## src/rtl/dmem_pkg.sv

```systemverilog
// Shared types and constants for the DMEM arbiter slice.
package dmem_pkg;

    localparam int DMEM_DEPTH = 256;
    localparam int WORD_W     = 32;

    localparam logic P_CORE = 1'b0;
    localparam logic P_LOAD = 1'b1;

    typedef enum logic {
        IDLE   = 1'b0,
        LOCKED = 1'b1
    } arb_state_t;

    // A word access is illegal when misaligned or at/after the end of DMEM.
    function automatic logic addr_bad(input logic [WORD_W-1:0] addr,
                                      input logic [WORD_W-1:0] limit);
        return (addr[1:0] != 2'b00) || (addr >= limit);
    endfunction

endpackage

```

## src/rtl/dmem_arb_wait_ctr.sv

```systemverilog
// Saturating count of consecutive denied cycles for one requester;
// flags starvation once the count reaches MAX_WAIT.
module dmem_arb_wait_ctr #(
    parameter int MAX_WAIT = 8
) (
    input  logic clk,
    input  logic rst_n,
    input  logic i_req,
    input  logic i_gnt,
    output logic o_starved
);

    localparam int CW = $clog2(MAX_WAIT + 1);

    logic [CW-1:0] r_count;

    // NOTE: sequential state uses non-blocking assignments so every flop
    // samples pre-edge values regardless of process ordering.
    always_ff @(posedge clk or negedge rst_n) begin
        if (!rst_n) begin
            r_count <= '0;
        end else if (!i_req || i_gnt) begin
            r_count <= '0;
        end else if (r_count != CW'(MAX_WAIT)) begin
            r_count <= r_count + CW'(1);
        end
    end

    assign o_starved = (r_count == CW'(MAX_WAIT));

endmodule

```

## src/rtl/dmem_arbiter.sv

```systemverilog
// Two-port arbiter in front of the single-port DMEM: round-robin with a
// port-1 burst lock, a starvation override and one-cycle registered responses.
module dmem_arbiter
    import dmem_pkg::*;
#(
    parameter int DEPTH    = DMEM_DEPTH,
    parameter int MAX_WAIT = 8
) (
    input  logic              clk,
    input  logic              rst_n,

    input  logic              p0_req,
    input  logic              p0_we,
    input  logic [WORD_W-1:0] p0_addr,
    input  logic [WORD_W-1:0] p0_wdata,
    output logic              p0_gnt,
    output logic              p0_rvalid,
    output logic [WORD_W-1:0] p0_rdata,
    output logic              p0_err,

    input  logic              p1_req,
    input  logic              p1_we,
    input  logic [WORD_W-1:0] p1_addr,
    input  logic [WORD_W-1:0] p1_wdata,
    input  logic              p1_lock,
    output logic              p1_gnt,
    output logic              p1_rvalid,
    output logic [WORD_W-1:0] p1_rdata,
    output logic              p1_err,

    output logic              mem_we,
    output logic [WORD_W-1:0] mem_addr,
    output logic [WORD_W-1:0] mem_wdata,
    input  logic [WORD_W-1:0] mem_rdata
);

    localparam logic [WORD_W-1:0] ADDR_LIMIT = WORD_W'(DEPTH * 4);

    arb_state_t r_state;
    arb_state_t w_state_nxt;
    logic       r_rr_last;

    logic       w_gnt0;
    logic       w_gnt1;
    logic       w_starved0;
    logic       w_starved1;
    logic       w_err0;
    logic       w_err1;

    dmem_arb_wait_ctr #(.MAX_WAIT(MAX_WAIT)) u_wait0 (
        .clk       (clk),
        .rst_n     (rst_n),
        .i_req     (p0_req),
        .i_gnt     (w_gnt0),
        .o_starved (w_starved0)
    );

    dmem_arb_wait_ctr #(.MAX_WAIT(MAX_WAIT)) u_wait1 (
        .clk       (clk),
        .rst_n     (rst_n),
        .i_req     (p1_req),
        .i_gnt     (w_gnt1),
        .o_starved (w_starved1)
    );

    assign w_err0 = addr_bad(p0_addr, ADDR_LIMIT);
    assign w_err1 = addr_bad(p1_addr, ADDR_LIMIT);

    // NOTE: every output of this block gets a default first, so no path
    // leaves a variable unassigned and no latch is inferred.
    always_comb begin
        w_gnt0      = 1'b0;
        w_gnt1      = 1'b0;
        w_state_nxt = r_state;

        if (p0_req && w_starved0) begin
            w_gnt0 = 1'b1;
        end else if (p1_req && w_starved1) begin
            w_gnt1 = 1'b1;
        end else if ((r_state == LOCKED) && p1_req) begin
            w_gnt1 = 1'b1;
        end else if (p0_req && p1_req) begin
            if (r_rr_last == P_CORE) w_gnt1 = 1'b1;
            else                     w_gnt0 = 1'b1;
        end else if (p0_req) begin
            w_gnt0 = 1'b1;
        end else if (p1_req) begin
            w_gnt1 = 1'b1;
        end

        case (r_state)
            IDLE:    if (w_gnt1 && p1_lock) w_state_nxt = LOCKED;
            LOCKED:  if (!p1_lock || (w_gnt0 && w_starved0)) w_state_nxt = IDLE;
            default: w_state_nxt = IDLE;
        endcase
    end

    always_ff @(posedge clk or negedge rst_n) begin
        if (!rst_n) begin
            r_state   <= IDLE;
            r_rr_last <= P_LOAD;
        end else begin
            r_state <= w_state_nxt;
            if (w_gnt0)      r_rr_last <= P_CORE;
            else if (w_gnt1) r_rr_last <= P_LOAD;
        end
    end

    assign p0_gnt    = w_gnt0;
    assign p1_gnt    = w_gnt1;
    assign mem_addr  = w_gnt1 ? p1_addr  : p0_addr;
    assign mem_wdata = w_gnt1 ? p1_wdata : p0_wdata;
    // Gated by rst_n so a requester holding a write through reset cannot corrupt DMEM.
    assign mem_we    = rst_n & ((w_gnt0 & p0_we & ~w_err0) | (w_gnt1 & p1_we & ~w_err1));

    always_ff @(posedge clk or negedge rst_n) begin
        if (!rst_n) begin
            p0_rvalid <= 1'b0;
            p0_rdata  <= '0;
            p0_err    <= 1'b0;
            p1_rvalid <= 1'b0;
            p1_rdata  <= '0;
            p1_err    <= 1'b0;
        end else begin
            p0_rvalid <= w_gnt0;
            p0_rdata  <= (w_gnt0 && !p0_we && !w_err0) ? mem_rdata : '0;
            p0_err    <= w_gnt0 & w_err0;
            p1_rvalid <= w_gnt1;
            p1_rdata  <= (w_gnt1 && !p1_we && !w_err1) ? mem_rdata : '0;
            p1_err    <= w_gnt1 & w_err1;
        end
    end

endmodule
```

## config.mk

```make
export PLATFORM = sky130hd
export DESIGN_NAME = dmem_arbiter
export DESIGN_NICKNAME = d
export VERILOG_FILES = /design/src/rtl/dmem_pkg.sv /design/src/rtl/dmem_arb_wait_ctr.sv /design/src/rtl/dmem_arbiter.sv
export SDC_FILE = /design/constraint.sdc
export NUM_CORES = 1
export LEC_CHECK = 0
export CAP_MARGIN = 20
export CELL_PAD_IN_SITES_DETAIL_PLACEMENT = 1
export CELL_PAD_IN_SITES_GLOBAL_PLACEMENT = 2
export CORE_ASPECT_RATIO = 0.8
export CORE_UTILIZATION = 18
export DETAILED_ROUTE_END_ITERATION = 12
export PLACE_DENSITY_LB_ADDON = 0.1
export SKIP_LAST_GASP = 1
export SYNTH_ARGS = -nofsm -noshare
export SYNTH_HDL_FRONTEND = slang
export SYNTH_SLANG_ARGS = --single-unit
```

## constraint.sdc

```tcl
create_clock -name clk -period 6.9 [get_ports clk]
set_input_delay 1.38 -clock clk [delete_from_list [all_inputs] [get_ports clk]]
set_output_delay 1.38 -clock clk [all_outputs]
set_load 0.03 [all_outputs]
```

**Word level (Yosys, flattened, before mapping)**

Cells that the tools add are included.

- Output and inout port bits: 135
- Memories: 0
- Bits in registers: 78
- Latch bits: 0
- Bits in read-only memories: 0
- Input port bits: 167
- Memory bits (writable): 0

- Shift operators: 0
- Equal/unequal tests: 4
- $mul: 0
- Bitwise operators: 11
- Add/sub/neg operators: 2
- Div/mod/pow operators: 0
- Muxes and demuxes: 26
- Magnitude comparators: 2
- Reductions and logical operators: 27

Operators with widths:

| cell | number |
|---|---|
| 32-bit 2-to-1 mux | 4 |
| 32-bit by 11-bit >= comparator with 1-bit output (second input constant) | 2 |
| 1-bit 2-to-1 mux | 17 |
| 4-bit 2-to-1 mux | 4 |
| 1-bit logical AND | 10 |
| 2-bit nonzero test | 5 |
| 4-bit by 1-bit adder with 4-bit output (second input constant) | 2 |
| 4-bit == test (second input constant) | 2 |
| 4-bit inequality test (second input constant) | 2 |
| 1-bit bitwise AND | 7 |
| 1-bit zero test | 7 |
| 1-bit logical OR | 5 |
| 1-bit NOT | 3 |
| 1-bit case mux with 2 select lines | 1 |
| 1-bit OR | 1 |

**Logic depth before layout (Yosys ltp)**

Gate-level depths: netlist of the first run.

- Word-level depth: 10
- Depth in mapped cells: 9

**Hierarchy**

A second synthesis of the first run with hierarchy kept.

- Cell total of the unflattened synthesis: 302
- Area, all modules: 4027.6 um^2

By module, submodules not included:

| module | area an instance (um^2) | cells an instance | times used |
|---|---|---|---|
| dmem_arbiter | 3492.1 | 258 | 1 |
| dmem_arb_wait_ctr | 267.8 | 22 | 2 |

**Worst setup path before layout of the first run**

OpenSTA, ideal clock, no wires.

- Path type: in2out
- Start point: in p0_req
- End point: out mem_addr[22]
- Slack: 2.861 ns
- Stages on the path: 6
- Required time: 5.520 ns
- Arrival time: 2.659 ns
- Cells stage by stage: nand4b_1 > o211ai_2 > inv_2 > clkbuf_1 > nand2_1 > nand2_1

- Cells in the longest elaborated chain, start to end: 6
- Elaborated cells between the ends (all ways): 8

RTL lines:

| what | RTL line | source |
|---|---|---|
| from (decl) | dmem_arbiter.sv:12 | `input logic p0_req,` |
| 1-bit 2-to-1 mux / 1-bit logical AND (equally long branches) | dmem_arbiter.sv:85, dmem_arbiter.sv:82 |  |
| 1-bit 2-to-1 mux | dmem_arbiter.sv:82 | `end else if (p0_req && p1_req) begin` |
| 1-bit 2-to-1 mux | dmem_arbiter.sv:80 | `end else if ((r_state == LOCKED) && p1_req) begin` |
| 1-bit 2-to-1 mux | dmem_arbiter.sv:78 | `end else if (p1_req && w_starved1) begin` |
| 1-bit 2-to-1 mux * | dmem_arbiter.sv:76 | `if (p0_req && w_starved0) begin` |
| via p1_gnt | dmem_arbiter.sv:26 | `output logic p1_gnt,` |
| 32-bit 2-to-1 mux * | dmem_arbiter.sv:111 | `assign mem_addr = w_gnt1 ? p1_addr : p0_addr;` |
| to (decl) | dmem_arbiter.sv:32 | `output logic [WORD_W-1:0] mem_addr,` |

Mark *: on every way through the listed nets, which the timed path passes. The rest lies on a longest branch.

**Final worst setup path of the first run**

- Start point: in p0_req
- End point: out mem_wdata[12]

- Cells in the longest elaborated chain, start to end: 6
- Elaborated cells between the ends (all ways): 8

RTL lines:

| what | RTL line | source |
|---|---|---|
| 1-bit 2-to-1 mux / 1-bit logical AND (equally long branches) | dmem_arbiter.sv:85, dmem_arbiter.sv:82 |  |
| 1-bit 2-to-1 mux | dmem_arbiter.sv:82 |  |
| 1-bit 2-to-1 mux | dmem_arbiter.sv:80 |  |
| 1-bit 2-to-1 mux | dmem_arbiter.sv:78 |  |
| 1-bit 2-to-1 mux * | dmem_arbiter.sv:76 |  |
| 32-bit 2-to-1 mux * | dmem_arbiter.sv:112 | `assign mem_wdata = w_gnt1 ? p1_wdata : p0_wdata;` |
| to (decl) | dmem_arbiter.sv:33 | `output logic [WORD_W-1:0] mem_wdata,` |

Mark *: on every way between the ends. The rest lies on a longest branch, timed or not.

==> results of run 1 <==
## worst max-delay path by stage
| stage | from | end | slack [ns] | depth (start not counted) |
|---|---|---|---|---|
| after floorplan | p0_req | mem_addr[22] | 2.86 | 6 |
| after global placement | p0_req | mem_wdata[12] | 1.55 | 6 |
| after detailed placement | p0_req | mem_wdata[12] | 1.48 | 6 |
| after CTS | p0_req | mem_wdata[12] | 1.47 | 6 |
| after global routing | p0_req | mem_wdata[12] | 1.31 | 6 |
| final | p0_req | mem_wdata[12] | 1.51 | 6 |
## registers in the layout, indices dropped and copies added, names as in the netlist
name,flops
p1_rvalid,1
p0_err,1
p1_rdata,32
p0_rvalid,1
r_state,1
r_rr_last,1
u_wait1.r_count,4
p1_err,1
u_wait0.r_count,4
p0_rdata,32
## per-layer routing
metal | up-vias | share of wire, % | GRT usage [%]
met5 | - | 0 | 0
met4 | 0 | 1.2 | 3.081
met3 | 10 | 7.6 | 5.480
met2 | 137 | 50 | 26.08
met1 | 1714 | 41 | 17.35
li1 | 1695 | - | -
## stage by stage
stage	util (%)	power (mW)	setup slack, ns	instance area, sq um	cells
6_report	37.37	1.306	1.509	7217	900
5_1_grt	37.37	1.360	1.312	7217	900
4_1_cts	37.36	1.327	1.475	7214	899
3_5_place_dp	35.76	0.8330	1.477	6907	883
3_3_place_gp	35.76	0.8311	1.547	6907	883
2_1_floorplan	-	0.6232	2.861	3612	336
## cell type report
cell class                 count  area, sq um
fill                        2161        12100
clock buffer                  10        239.0
antenna                        1        2.502
multi-input combinational    235         1551
timing repair buffer         305         3053
tap                          258        322.8
inverter                       7        26.28
sequential                    78         1953
clock inverter                 6        68.82
## logic make-up (layout without fill, tap and decap cells)
kind of cell / after synthesis / count (layout) / share of synthesized area (%)
other cells: 0 / 1 / 0
fa+ha+maj: 4 / 4 / 1.386
mux: 41 / 41 / 12.75
compound gates: 8 / 8 / 2.217
simple gates: 177 / 177 / 24.90
buf+inv: 23 / 328 / 3.464
xor+xnor: 5 / 5 / 1.213
flops: 78 / 78 / 54.07
## cell usage in the layout (no fill, tap or decap), drive strengths merged, types with 2 or more instances in the layout
cell type,synthesis,routed
clkdlybuf4s50,0,300
nand2,78,78
dfrtp,77,77
and2,65,65
mux2,40,40
nor4,14,14
clkbuf,5,10
nor2,9,9
inv,7,8
buf,11,5
ha,4,4
nand3,3,3
xnor2,3,3
clkinv,0,3
nand4,2,2
o21a,2,2
xor2,2,2
## where the power goes
group | internal [mW] | total [mW] | switching (mW)
logic | 0.180 | 0.355 | 0.175
clock network | 0.292 | 0.485 | 0.193
registers | 0.463 | 0.466 | 0.00296
total | 0.935 | 1.31 | 0.371
==> results_dict.tcl, run 1 <==
set metrics [dict create \
    status "finished, final reports clean" \
    path_delay_family "buffers and inverters" \
    worst_slew_pin_slew_ns 0.7971 \
    slew_headroom_pct 46.86 \
    setup_viol 0 \
    gr-total-overflow 0 \
    crit_fanout 54 \
    dp_hpwl_microns 12510 \
    post-synth-top-count-cell "nand2_1" \
    clk_pin_slew_ns 0.06 \
    fmax_mhz 185.5 \
    skew_ns 0.009386 \
    fin_nets 807 \
    leakage_nw 3.100 \
    dieWidth_microns 160.4 \
    hold_buffers 0 \
    synth_largest_area_cell "dfrtp_1" \
    synth_edf_count 0 \
    track_usage_pct 14.85 \
    syn2layout_area_growth_pct 99.79 \
    critPathBufInv 3 \
    port-buffer-count 301 \
    grt_pass1_vias 3779 \
    drt_iter0_drc 91 \
    post_cts_buffers 0 \
    grt_start_max_net_pins 63 \
    timing.rr.start "u_wait1.r_count[0]$_DFFE_PN0P_" \
    cts_buffers 9 \
    worstReg2RegEnd "u_wait0.r_count[3]$_DFFE_PN0P_" \
    worst_path_largest_cell_delay_ns 0.63 \
    ios 302 \
    cts_root_buffer "clkbuf_16" \
    holdWs_ns 0.5005 \
    p_per_area_nw_per_um2 180.9 \
    cts-resized-gates 0 \
    place_congestion 0.8247 \
    whs_path_depth 1 \
    crit_type "in2out" \
    synth_nets 507 \
    cp_common_cell "clkdlybuf4s50_1" \
    clock_latency_ns 0.33 \
    cts_tree "built" \
    htree_levels 3 \
    synth_area_per_cell_sq_um 10.75 \
    worst_ep_required_time_ns 5.52 \
    ant_nets 0 \
    crit_slowest_cell "clkdlybuf4s50_1" \
    grt_first_pass_wirelength_microns 22950 \
    finalHoldViolations 0 \
    period_needed_ns 5.391 \
    vias 3556 \
    ys_seq_area_share_pct 54.07 \
    worstHoldEndpoint "u_wait0.r_count[0]$_DFFE_PN0P_" \
    worst_ep_arrival_time_ns 4.01 \
    max_cap_violations 0 \
    finalCritPeriodShare_pct 78.13 \
    drt-pass1-iter-count 5 \
    synthCells 336 \
    r2r_cells 7 \
    cp-start-kind "input pin" \
    tns_ns 0 \
    initial_core_util_pct 18.70 \
    route.detailed.drc 0 \
    slew_violations 0 \
    cts.sinks 78 \
    cp-end-kind "primary output" \
    ir_drop_uv 112.4 \
    async_reset_ff_share_pct 100.0 \
    ys_ff_latch 78 \
    min-delay-start "u_wait0.r_count[0]$_DFFE_PN0P_" \
    wl_per_cell_microns 17.25 \
    path_cells "clkdlybuf4s50_1 > nand3b_1 > o211ai_4 > buf_12 > mux2_1 > clkdlybuf4s50_1" \
    ff2ff_setup_slack_ns 4.61 \
    antenna_found_initial 1 \
    clockBufferDepth 2 \
    hold_class "reg2reg" \
    core_sq_um 19310 \
    wl_microns 15520 \
    yosys.area.top_type_share_pct 53.34 \
    die_h_microns 128.7 \
    via_per_inst 3.951 \
    rows 45 \
    dieArea_sq_um 20640 \
    synth.distinct_cells 32 \
    yosysWarnings 0 \
    synth_area_sq_um 3612 \
    rsz0062_at_grt "no" \
    ys.flop_type "dfrtp_1" \
    yosys-top-cells-count "nand2_1, dfrtp_1, and2_1" \
    drive_above_1_share_pct 4.212 \
    yosys-top-cells-area "dfrtp_1, mux2_1, and2_1" \
]
Note: power is estimated with default switching activity, not from simulation.
==> inputs of run 2 (changes only) <==
- CORE_UTILIZATION: 18 -> 15
- clock period: 6.9 -> 4.3 ns (I/O delays scaled with it)
==> run 2 against run 1 <==
Count of clock-buffer cells in the layout is the same. Highest routed layer unchanged. Die area increased by 20%. Design area increased by 1.2%. Critical path type unchanged. Power is 60% higher. Sequential power increased by 61%. Worst setup slack got worse by 1.3 ns. Critical path depth unchanged. Critical endpoint is now mem_wdata[31]. Flip-flop and latch count unchanged. Cell count up 6.3%. Clock power is 58% higher.
==> results_dict.tcl, run 2 (synthesis gave the netlist of run 1 again) <==
set metrics [dict create \
    holdWs_ns 0.4374 \
    port-buffer-count 301 \
    grt_start_max_net_pins 55 \
    grt_pass1_vias 3832 \
    crit_fanout 41 \
    cp_common_cell "clkdlybuf4s50_1" \
    layout_common_cells "clkdlybuf4s50_1, nand2_1, dfrtp_1" \
    syn2layout_area_growth_pct 102.2 \
    antenna_found_initial 0 \
    cts.sinks 78 \
    cts_buffers 9 \
    htree_levels 3 \
    multi_input_area_sq_um 1551 \
    p_per_area_nw_per_um2 286.2 \
    crit_slowest_cell "clkdlybuf4s50_1" \
    finalPower_mw 2.090 \
    initial_core_util_pct 15.36 \
    worst_ep_arrival_time_ns 3.22 \
    skew_ns 0.005315 \
    finalHoldViolations 0 \
    gr-total-overflow 0 \
    path_delay_family "buffers and inverters" \
    fmax_mhz 245.0 \
    core_sq_um 23520 \
    drt_iter0_drc 74 \
    crit_type "in2out" \
    place_congestion 0.7809 \
    period_needed_ns 4.081 \
    register_area_sq_um 1953 \
    num-fill-cells 2663 \
    cp-end-kind "primary output" \
    rsz0062_at_grt "no" \
    clk_pin_slew_ns 0.06 \
    leakage_nw 3.104 \
    path_cells "clkdlybuf4s50_1 > nand4b_1 > o211ai_4 > buf_12 > mux2_1 > clkdlybuf4s50_1" \
    fin_nets 811 \
    grt_first_pass_wirelength_microns 23940 \
    critPathBufInv 3 \
    ios 302 \
    post_cts_buffers 0 \
    hold_class "in2async" \
    via_per_inst 3.693 \
    dieArea_sq_um 24710 \
    worst_slew_pin_slew_ns 0.7005 \
    drive_above_1_share_pct 4.651 \
    status "finished, final reports clean" \
    worst_ep_required_time_ns 3.44 \
    route.detailed.drc 0 \
    final_common_cell "clkdlybuf4s50_1" \
    hold_buffers 0 \
    die_h_microns 140.8 \
    cp-start-kind "input pin" \
    wl_microns 16210 \
    ir_drop_uv 154.5 \
    rows 50 \
    wl_per_cell_microns 16.94 \
    max_cap_violations 0 \
    vias 3534 \
    cts_tree "built" \
    cts-resized-gates 0 \
    ant_nets 0 \
    slew_headroom_pct 53.30 \
    tns_ns 0 \
    clockBufferDepth 2 \
    slew_violations 0 \
    finalCritPeriodShare_pct 94.91 \
    dp_hpwl_microns 13120 \
    clock_latency_ns 0.33 \
    cts_root_buffer "clkbuf_16" \
    diodes 0 \
    setup_viol 0 \
    track_usage_pct 13.01 \
    dieWidth_microns 175.5 \
    reg_top3 "p0_rdata (32), p1_rdata (32)" \
    worst_path_largest_cell_delay_ns 0.66 \
    drt-pass1-iter-count 6 \
]
-- run 2: final timing paths --
kind                            slack (ns)                             end  depth (start not counted)                           start
worst min-delay path                  0.44          p1_rdata[12]$_DFF_PN0_                          1                           rst_n
min in group clk                      0.50  u_wait0.r_count[0]$_DFFE_PN0P_                          1  u_wait0.r_count[0]$_DFFE_PN0P_
worst max register to register        2.10           p1_rdata[0]$_DFF_PN0_                          8  u_wait1.r_count[0]$_DFFE_PN0P_
max in group asynchronous             2.84          p1_rdata[18]$_DFF_PN0_                          2                           rst_n
worst max-delay path                  0.22                   mem_wdata[31]                          6                          p0_req
worst min register to register        0.50  u_wait0.r_count[0]$_DFFE_PN0P_                          1  u_wait0.r_count[0]$_DFFE_PN0P_
-- run 2: area by class of cell --
type                    count  share of cell area, %
multi-input cells         235                  21.24
inverters                   7                 0.3598
repair buffers            309                  42.21
well taps                 312                  5.345
flip-flops and latches     78                  26.74
clock buffers              10                  3.135
clock inverters             6                 0.9594
-- run 2: layer usage --
| metal | wire, microns | global-route usage [%] |
|---|---|---|
| met5 | 0 | 0 |
| met4 | 89 | 2.059 |
| met3 | 993 | 3.776 |
| met2 | 8617 | 24.06 |
| met1 | 6509 | 14.99 |
-- run 2: through the flow --
step / setup WS, ns / utilization (%) / instances / instance area, sq um
6_report: 0.2190 / 31.05 / 957 / 7303
5_1_grt: 0.1203 / 31.05 / 957 / 7303
4_1_cts: 0.1974 / 31.05 / 957 / 7303
3_5_place_dp: 0.2028 / 29.78 / 941 / 7004
3_3_place_gp: 0.2387 / 29.78 / 941 / 7004
2_1_floorplan: 1.301 / - / 336 / 3612
-- run 2: power breakdown --
group / internal [mW] / switching (mW)
combinational: 0.291 / 0.283
clock: 0.454 / 0.314
sequential: 0.743 / 0.00521
